==> src/rtl/mdu_pkg.sv <==
// Shared definitions for the iterative HI/LO multiply/divide unit.
package mdu_pkg;
  localparam logic [1:0] OP_MULTU = 2'b00;
  localparam logic [1:0] OP_MULT  = 2'b01;
  localparam logic [1:0] OP_DIVU  = 2'b10;
  localparam logic [1:0] OP_DIV   = 2'b11;

  localparam int MDU_ITERS = 32;

  typedef enum logic [1:0] {IDLE, RUN, FIX} state_e;
endpackage

==> src/rtl/mult_div_unit.sv <==
// Radix-2 multiply / restoring divide on operand magnitudes; owns HI/LO.
// One 2*XLEN accumulator holds the product, or remainder:quotient for divides.
module mult_div_unit
  import mdu_pkg::*;
#(
  parameter int XLEN = 32
) (
  input  logic            clk,
  input  logic            rst,
  input  logic            start,
  input  logic [1:0]      op,
  input  logic [XLEN-1:0] data0_in,
  input  logic [XLEN-1:0] data1_in,
  input  logic            hi_we,
  input  logic            lo_we,
  input  logic [XLEN-1:0] wdata_in,
  output logic            busy,
  output logic            done,
  output logic [XLEN-1:0] hi_out,
  output logic [XLEN-1:0] lo_out
);

  function automatic logic [XLEN-1:0] abs_x(input logic [XLEN-1:0] x, input logic sgn);
    return (sgn && x[XLEN-1]) ? -x : x;
  endfunction

  function automatic logic [2*XLEN-1:0] neg_d(input logic [2*XLEN-1:0] x, input logic en);
    return en ? -x : x;
  endfunction

  function automatic logic [XLEN-1:0] neg_w(input logic [XLEN-1:0] x, input logic en);
    return en ? -x : x;
  endfunction

  state_e            state, state_nxt;
  logic [5:0]        cnt;
  logic [1:0]        op_q;
  logic [XLEN-1:0]   opnd;      // multiplicand for MUL, divisor for DIV
  logic [XLEN-1:0]   a_raw;
  logic              div_zero, neg_res, neg_rem;
  logic [2*XLEN-1:0] acc, acc_step, prod_fix;
  logic [XLEN-1:0]   a_abs, b_abs, sub, q_fix, r_fix;
  logic [XLEN:0]     add_sum, rem_hi;
  logic              div_ge;

  assign busy  = (state != IDLE);
  assign a_abs = abs_x(data0_in, op[0]);
  assign b_abs = abs_x(data1_in, op[0]);

  always_comb begin
    state_nxt = state;
    case (state)
      IDLE:    if (start) state_nxt = RUN;
      RUN:     if (cnt == 6'(MDU_ITERS - 1)) state_nxt = FIX;
      FIX:     state_nxt = IDLE;
      default: state_nxt = IDLE;
    endcase
  end

  // One iteration of either loop; the low half shifts out multiplier bits
  // or shifts in quotient bits.
  always_comb begin
    add_sum  = {1'b0, acc[2*XLEN-1:XLEN]} + (acc[0] ? {1'b0, opnd} : '0);
    rem_hi   = acc[2*XLEN-1:XLEN-1];
    div_ge   = (rem_hi >= {1'b0, opnd});
    sub      = rem_hi[XLEN-1:0] - opnd;
    acc_step = {add_sum, acc[XLEN-1:1]};
    if (op_q[1])
      acc_step = div_ge ? {sub, acc[XLEN-2:0], 1'b1} : {acc[2*XLEN-2:0], 1'b0};
    prod_fix = neg_d(acc, neg_res);
    q_fix    = neg_w(acc[XLEN-1:0], neg_res);
    r_fix    = neg_w(acc[2*XLEN-1:XLEN], neg_rem);
  end

  always_ff @(posedge clk) begin
    if (rst) begin
      state    <= IDLE;
      cnt      <= '0;
      op_q     <= OP_MULTU;
      opnd     <= '0;
      a_raw    <= '0;
      div_zero <= 1'b0;
      neg_res  <= 1'b0;
      neg_rem  <= 1'b0;
      acc      <= '0;
      hi_out   <= '0;
      lo_out   <= '0;
      done     <= 1'b0;
    end else begin
      state <= state_nxt;
      done  <= 1'b0;
      case (state)
        IDLE: begin
          if (hi_we) hi_out <= wdata_in;
          if (lo_we) lo_out <= wdata_in;
          if (start) begin
            op_q     <= op;
            cnt      <= '0;
            a_raw    <= data0_in;
            div_zero <= (data1_in == '0);
            neg_res  <= op[0] & (data0_in[XLEN-1] ^ data1_in[XLEN-1]);
            neg_rem  <= op[0] & data0_in[XLEN-1];
            opnd     <= op[1] ? b_abs : a_abs;
            acc      <= {{XLEN{1'b0}}, (op[1] ? a_abs : b_abs)};
          end
        end
        RUN: begin
          acc <= acc_step;
          cnt <= cnt + 6'd1;
        end
        FIX: begin
          done <= 1'b1;
          if (!op_q[1]) begin
            {hi_out, lo_out} <= prod_fix;
          end else if (div_zero) begin
            hi_out <= a_raw;
            lo_out <= '1;
          end else begin
            hi_out <= r_fix;
            lo_out <= q_fix;
          end
        end
        default: ;
      endcase
    end
  end

endmodule

==> config.mk <==
export PLATFORM = sky130hd
export DESIGN_NAME = mult_div_unit
export DESIGN_NICKNAME = d
export VERILOG_FILES = /design/src/rtl/mdu_pkg.sv /design/src/rtl/mult_div_unit.sv
export SDC_FILE = /design/constraint.sdc
export NUM_CORES = 1
export LEC_CHECK = 0
export CAP_MARGIN = 20
export CORE_MARGIN = 8
export CORE_UTILIZATION = 39
export CTS_CLUSTER_DIAMETER = 60
export CTS_CLUSTER_SIZE = 28
export DETAILED_ROUTE_END_ITERATION = 16
export PLACE_DENSITY_LB_ADDON = 0.2
export RECOVER_POWER = 50
export SLEW_MARGIN = 20
export SYNTH_ARGS = -nofsm -noshare
export SYNTH_HDL_FRONTEND = slang
export SYNTH_SLANG_ARGS = --single-unit
==> constraint.sdc <==
create_clock -name clk -period 3.6 [get_ports clk]
set_input_delay 0.72 -clock clk [delete_from_list [all_inputs] [get_ports clk]]
set_output_delay 0.72 -clock clk [all_outputs]
set_load 0.05 [all_outputs]
# After elaboration in Yosys (flattened, before gate mapping)
# Index checks and enable logic that the tools add are counted.
[totals]
in_bits = 103
word_cells = 69
register_bits = 206
output_inout_bits = 66
[op_classes]
order_cmp = 1
n_eq_ne = 7
reduce_logical = 12
n_mux = 26
n_addsub = 8
bitwise_logic = 3
[ops]
columns = ["cell", "n"]
rows = [
  ["$mux 32", 13],
  ["$mux 64", 4],
  ["$neg 32->32", 4],
  ["$pmux 32 s2", 2],
  ["$pmux 64 s2", 1],
  ["$neg 64->64", 1],
  ["$add 32x32->33", 1],
  ["$ge 33x32->1", 1],
  ["$logic_not 32->1", 1],
  ["$sub 32x32->32", 1],
  ["$pmux 6 s2", 1],
  ["$reduce_and 2->1", 5],
  ["$ne 2x2->1 const B", 4],
  ["$add 6x1->6 const B", 1],
  ["$eq 6x5->1 const B", 1],
  ["$mux 6", 1],
  ["$reduce_bool 2->1", 3],
  ["$mux 2", 2],
  ["$pmux 2 s2", 1],
  ["$and 1x1->1", 2],
  ["$eq 2x1->1 const B", 1],
  ["$eq 2x2->1 const B", 1],
  ["$logic_and 1x1->1", 2],
  ["$logic_not 2->1", 1],
  ["2 further kinds", 2],
]

# Depth between registers and ports, before layout
[depth]
depth_word = 5
mapped_depth = 15
depth_no_buf = 13

# Worst setup path before layout
# No wires, ideal clock.
[synth_timing]
kind = "register to register"
startpoint = "register acc[0]"
endpoint = "register acc[62]"
path_stages_with_launch = 15
path_buffers = 2
path_slack_ns = 0.269
required_time_ns = 3.468
arrival_time_ns = 3.199
period_less_slack_ns = 3.331
setup_ns = 0.132
path_cell_list = "dfxtp_1 -> clkbuf_1 -> inv_1 -> clkbuf_1 -> nor2_1 -> ha_1 -> a2111oi_0 -> o21ai_0 -> a21oi_1 -> and2_1 -> o31ai_1 -> or4_1 -> nand4_1 -> and3_1 -> o31ai_1"
[synth_between]
elab_chain_len = 4
[synth_lines]
columns = ["item", "line", "text"]
rows = [
  ["start, declared", "mult_div_unit.sv:41", "logic [2*XLEN-1:0] acc, acc_step, prod_fix;"],
  ["start signal, assigned", "mult_div_unit.sv:104", "acc <= {{XLEN{1'b0}}, (op[1] ? a_abs : b_abs)};"],
  ["start signal, assigned", "mult_div_unit.sv:108", "acc <= acc_step;"],
  ["$mux 32", "mult_div_unit.sv:63", "add_sum = {1'b0, acc[2*XLEN-1:XLEN]} + (acc[0] ? {1'b0, opnd} : '0);"],
  ["$add 32x32->33", "mult_div_unit.sv:63", ""],
  ["$mux 64", "mult_div_unit.sv:68", "if (op_q[1])"],
  ["$pmux 64 s2", "mult_div_unit.sv:92", "case (state)"],
]
# Every way passes these cells.
# A chain may end at the register's enable or synchronous reset.

==> summary.txt <==
Status
  • Status: finished, violations left
  • Violated checks: max-capacitance violations, max-slew violations

Floorplan
  • CORE AREA: 0.0428 mm^2
  • Initial Util: 39.2%
  • Die W: 223 um
  • FP Rows: 76
  • Die footprint: 0.0499 mm^2
  • IO Pins: 169
  • Die height: 223 um

Critical path
  • CP max-delay cell: clkbuf_1
  • Critical path buffer and inverter count: 3
  • Critical path class: in -> reg
  • CP max FO: 72
  • Req. time, crit path: 4060 ps
  • Worst path arrival time: 3970 ps
  • Worst path cell trace: clkbuf_2 -> buf_4 -> clkbuf_1 -> or3_1 -> a211oi_1
  • CP delay by family, top: buffers and inverters
  • CP Capture Type: flip-flop
  • Slowest stage delay, CP: 1580 ps
  • Critical Path Start Type: input port

Synth
  • Most used DFF post-synth: dfxtp_1
  • Synth top area share: 24.4%
  • #FFs+latches synth: 205
  • Share of the yosys chip area belonging to registers: 24.4%
  • Mapped cell area: 0.0168 mm^2
  • Post-synth EDFFs: 0
  • Post-synth ARST share: 0%
  • Synthesized instance count: 2328
  • Yosys warns: 0
  • Main area contributors after synthesis: dfxtp_1 (24%), a21oi_1 (7.7%), nand2_1 (6.9%)
  • Yosys cell types: 87
  • Leading area contributor after synthesis: dfxtp_1
  • Syn nets: 2502
  • Avg Inst Size Synth: 7.21 um^2

Clocking
  • CTS tree: built
  • Clk_lat worst skew: 570 ps
  • Root buf cell: clkbuf_16
  • Clock Sinks: 205
  • Clock tree buffer depth: 3
  • Clk slew on worst S/H paths: 70 ps
  • Hold Buf Count CTS: 0
  • CTS buffer count: 26
  • H-tree level count: 1

Pwr
  • Leak pwr: 8.21 nW
  • PD cells: 385 mW/mm^2
  • VDD IR max: 0.306 mV

Global routing
  • Initial antenna violation count: 0
  • GRT Overall Usage: 27.7%
  • Total gr overflow: 0
  • First-pass GRT wire length: 109000 um
  • Maximum number of pins on one net before global-route repair: 91
  • Vias in the first global route: 17.7k

Timing
  • Slew headroom: -42.2%
  • Fmax: 285 MHz
  • Final Max Slew Viols: 41
  • Setup_tns: 0 ps
  • Min Hold Slack: 450 ps
  • Worst Clk Skew: 16.5 ps
  • Hold Vio Cnt, Final: 0
  • # setup viols final: 0
  • Period utilisation layout: 97.4%
  • Worst Tran Pin Value: 2130 ps
  • Clock period minus worst slack: 3510 ps

Cells and area
  • Layout cell share with drive strength beyond 1: 10.9%
  • Area Growth Syn to Fin: 24.3%
  • Antenna diodes: 0
  • Nets: 2698
  • Commonest non-fill, non-tap cells in the layout: nand2_1 (305), a21oi_1 (256), nor2_1 (230)
  • Commonest non-fill, non-tap cell in the layout: nand2_1
  • Fill cells: 4291

Job
  • Max_cap viols: 1

Routing
  • Remaining DRCs: 0
  • Vias/cell: 6.08
  • DR WL/cell: 23.3 um
  • Vias: 18.8k
  • Pre-antenna DRT Iters: 6
  • WL final: 71900 um
  • DRT antenna net count: 0
  • Iter 0 DRT Violations: 2026

Worst hold path
  • HP Class: reg -> reg

Place
  • Post-DP HPWL: 56600 um
  • RD Place Congestion: 0.989
  • I/O Buffers: 168
metrics by stage:
step | util (%) | setup WS, ps | total power, mW | cells | instance area, um^2
2_1_floorplan | - | 269 | 4.15 | 2328 | 16800
3_3_place_gp | 46.5 | -148 | 5.12 | 3041 | 19900
3_5_place_dp | 46.5 | -158 | 5.14 | 3041 | 19900
4_1_cts | 48.8 | 86.3 | 8.05 | 3088 | 20900
5_1_grt | 48.8 | -15.0 | 8.37 | 3089 | 20900
6_report | 48.8 | 94.6 | 8.04 | 3089 | 20900
power by group:
group | total, mW | leakage (nW) | internal [mW] | switching (mW)
clock network | 2.91 | 0.469 | 1.59 | 1.32
registers | 2.57 | 1.68 | 2.42 | 0.154
logic | 2.55 | 6.06 | 0.952 | 1.59
total | 8.04 | 8.21 | 4.96 | 3.07
area by class of cell:
class / instances / area [um^2] / area share [%]
multi-input cells: 1878 / 11800 / 56.6
flip-flops and latches: 205 / 4110 / 19.7
repair buffers: 349 / 3060 / 14.7
clock buffers: 30 / 707 / 3.39
well taps: 546 / 683 / 3.27
clock inverters: 17 / 255 / 1.22
inverters: 64 / 240 / 1.15
registers in the layout, indices dropped and copies added (netlist names):
name / flops
hi_out: 32
a_raw: 32
neg_res: 1
acc: 64
div_zero: 1
state: 2
op_q: 1
opnd: 32
done: 1
lo_out: 32
neg_rem: 1
cnt: 6
layer usage:
metal | track usage, % | part of all wire (%) | vias to the layer above
li1 | - | - | 8886
met1 | 38.3 | 45 | 8926
met2 | 42.7 | 43 | 824
met3 | 4.39 | 7.7 | 141
met4 | 10.3 | 3.9 | 0
met5 | 0 | 0 | -
tightest hold or removal path, stage by stage, from the launching register on:
cell	delay, ps
dfxtp_1	310
nand2_1	50
a21oi_1	50
synth_stat cells, types with 5 or more instances:
cell and count:
a21oi_1 257, a311oi_1 16, or3_1 18, mux2_2 6, a22oi_1 7, inv_1 61
clkbuf_1 152, nor3_1 56, or2_2 7, o41ai_1 18, buf_1 17, a221oi_1 19
nor4_1 11, o22ai_1 12, nand3_1 32, a221o_1 10, xnor2_1 86, o221ai_1 29
a211oi_1 67, mux2i_1 54, a21o_1 27, and2_1 13, nor2b_1 12, o21a_1 9
and3_1 11, o21ai_0 142, ha_1 69, a31oi_1 20, or4_1 17, and4_1 5
buf_2 9, nand2b_1 12, nor2_1 232, o2111ai_1 5, o21bai_1 13, o31ai_1 38
nand2_1 307, dfxtp_1 205, nand4_1 28, xor2_1 92, o211ai_1 48
cell families (layout without fill, tap and decap cells):
family | count (synthesis) | after routing | share of synthesized area (%)
and+or+nand+nor | 790 | 790 | 21.8
AOI/OAI and AO/OA | 779 | 779 | 29.8
buffers and inverters | 245 | 460 | 5.64
DFF | 205 | 205 | 24.4
xor gates and xnor gates | 178 | 178 | 9.29
adders and majority gates | 71 | 71 | 5.38
muxes | 60 | 60 | 3.62
what timing repair did:
action / 4_1_cts / 5_1_grt
cloned: 0 / 0
setup buffers: 0 / 1
resized for setup: 1 / 8
setup endpoints to repair: 1 / 11
path summary, 6_finish.rpt:
| kind | start | end | slack (ps) | depth (start not counted) |
|---|---|---|---|---|
| worst min-delay path | lo_out[25] | lo_out[25] | 450 | 2 |
| worst min register to register | lo_out[25] | lo_out[25] | 450 | 2 |
| worst max register to register | acc[33] | hi_out[30] | 110 | 10 |
| worst max-delay path | rst | acc[63] | 90 | 5 |
Note: power is estimated with default switching activity, not from simulation.
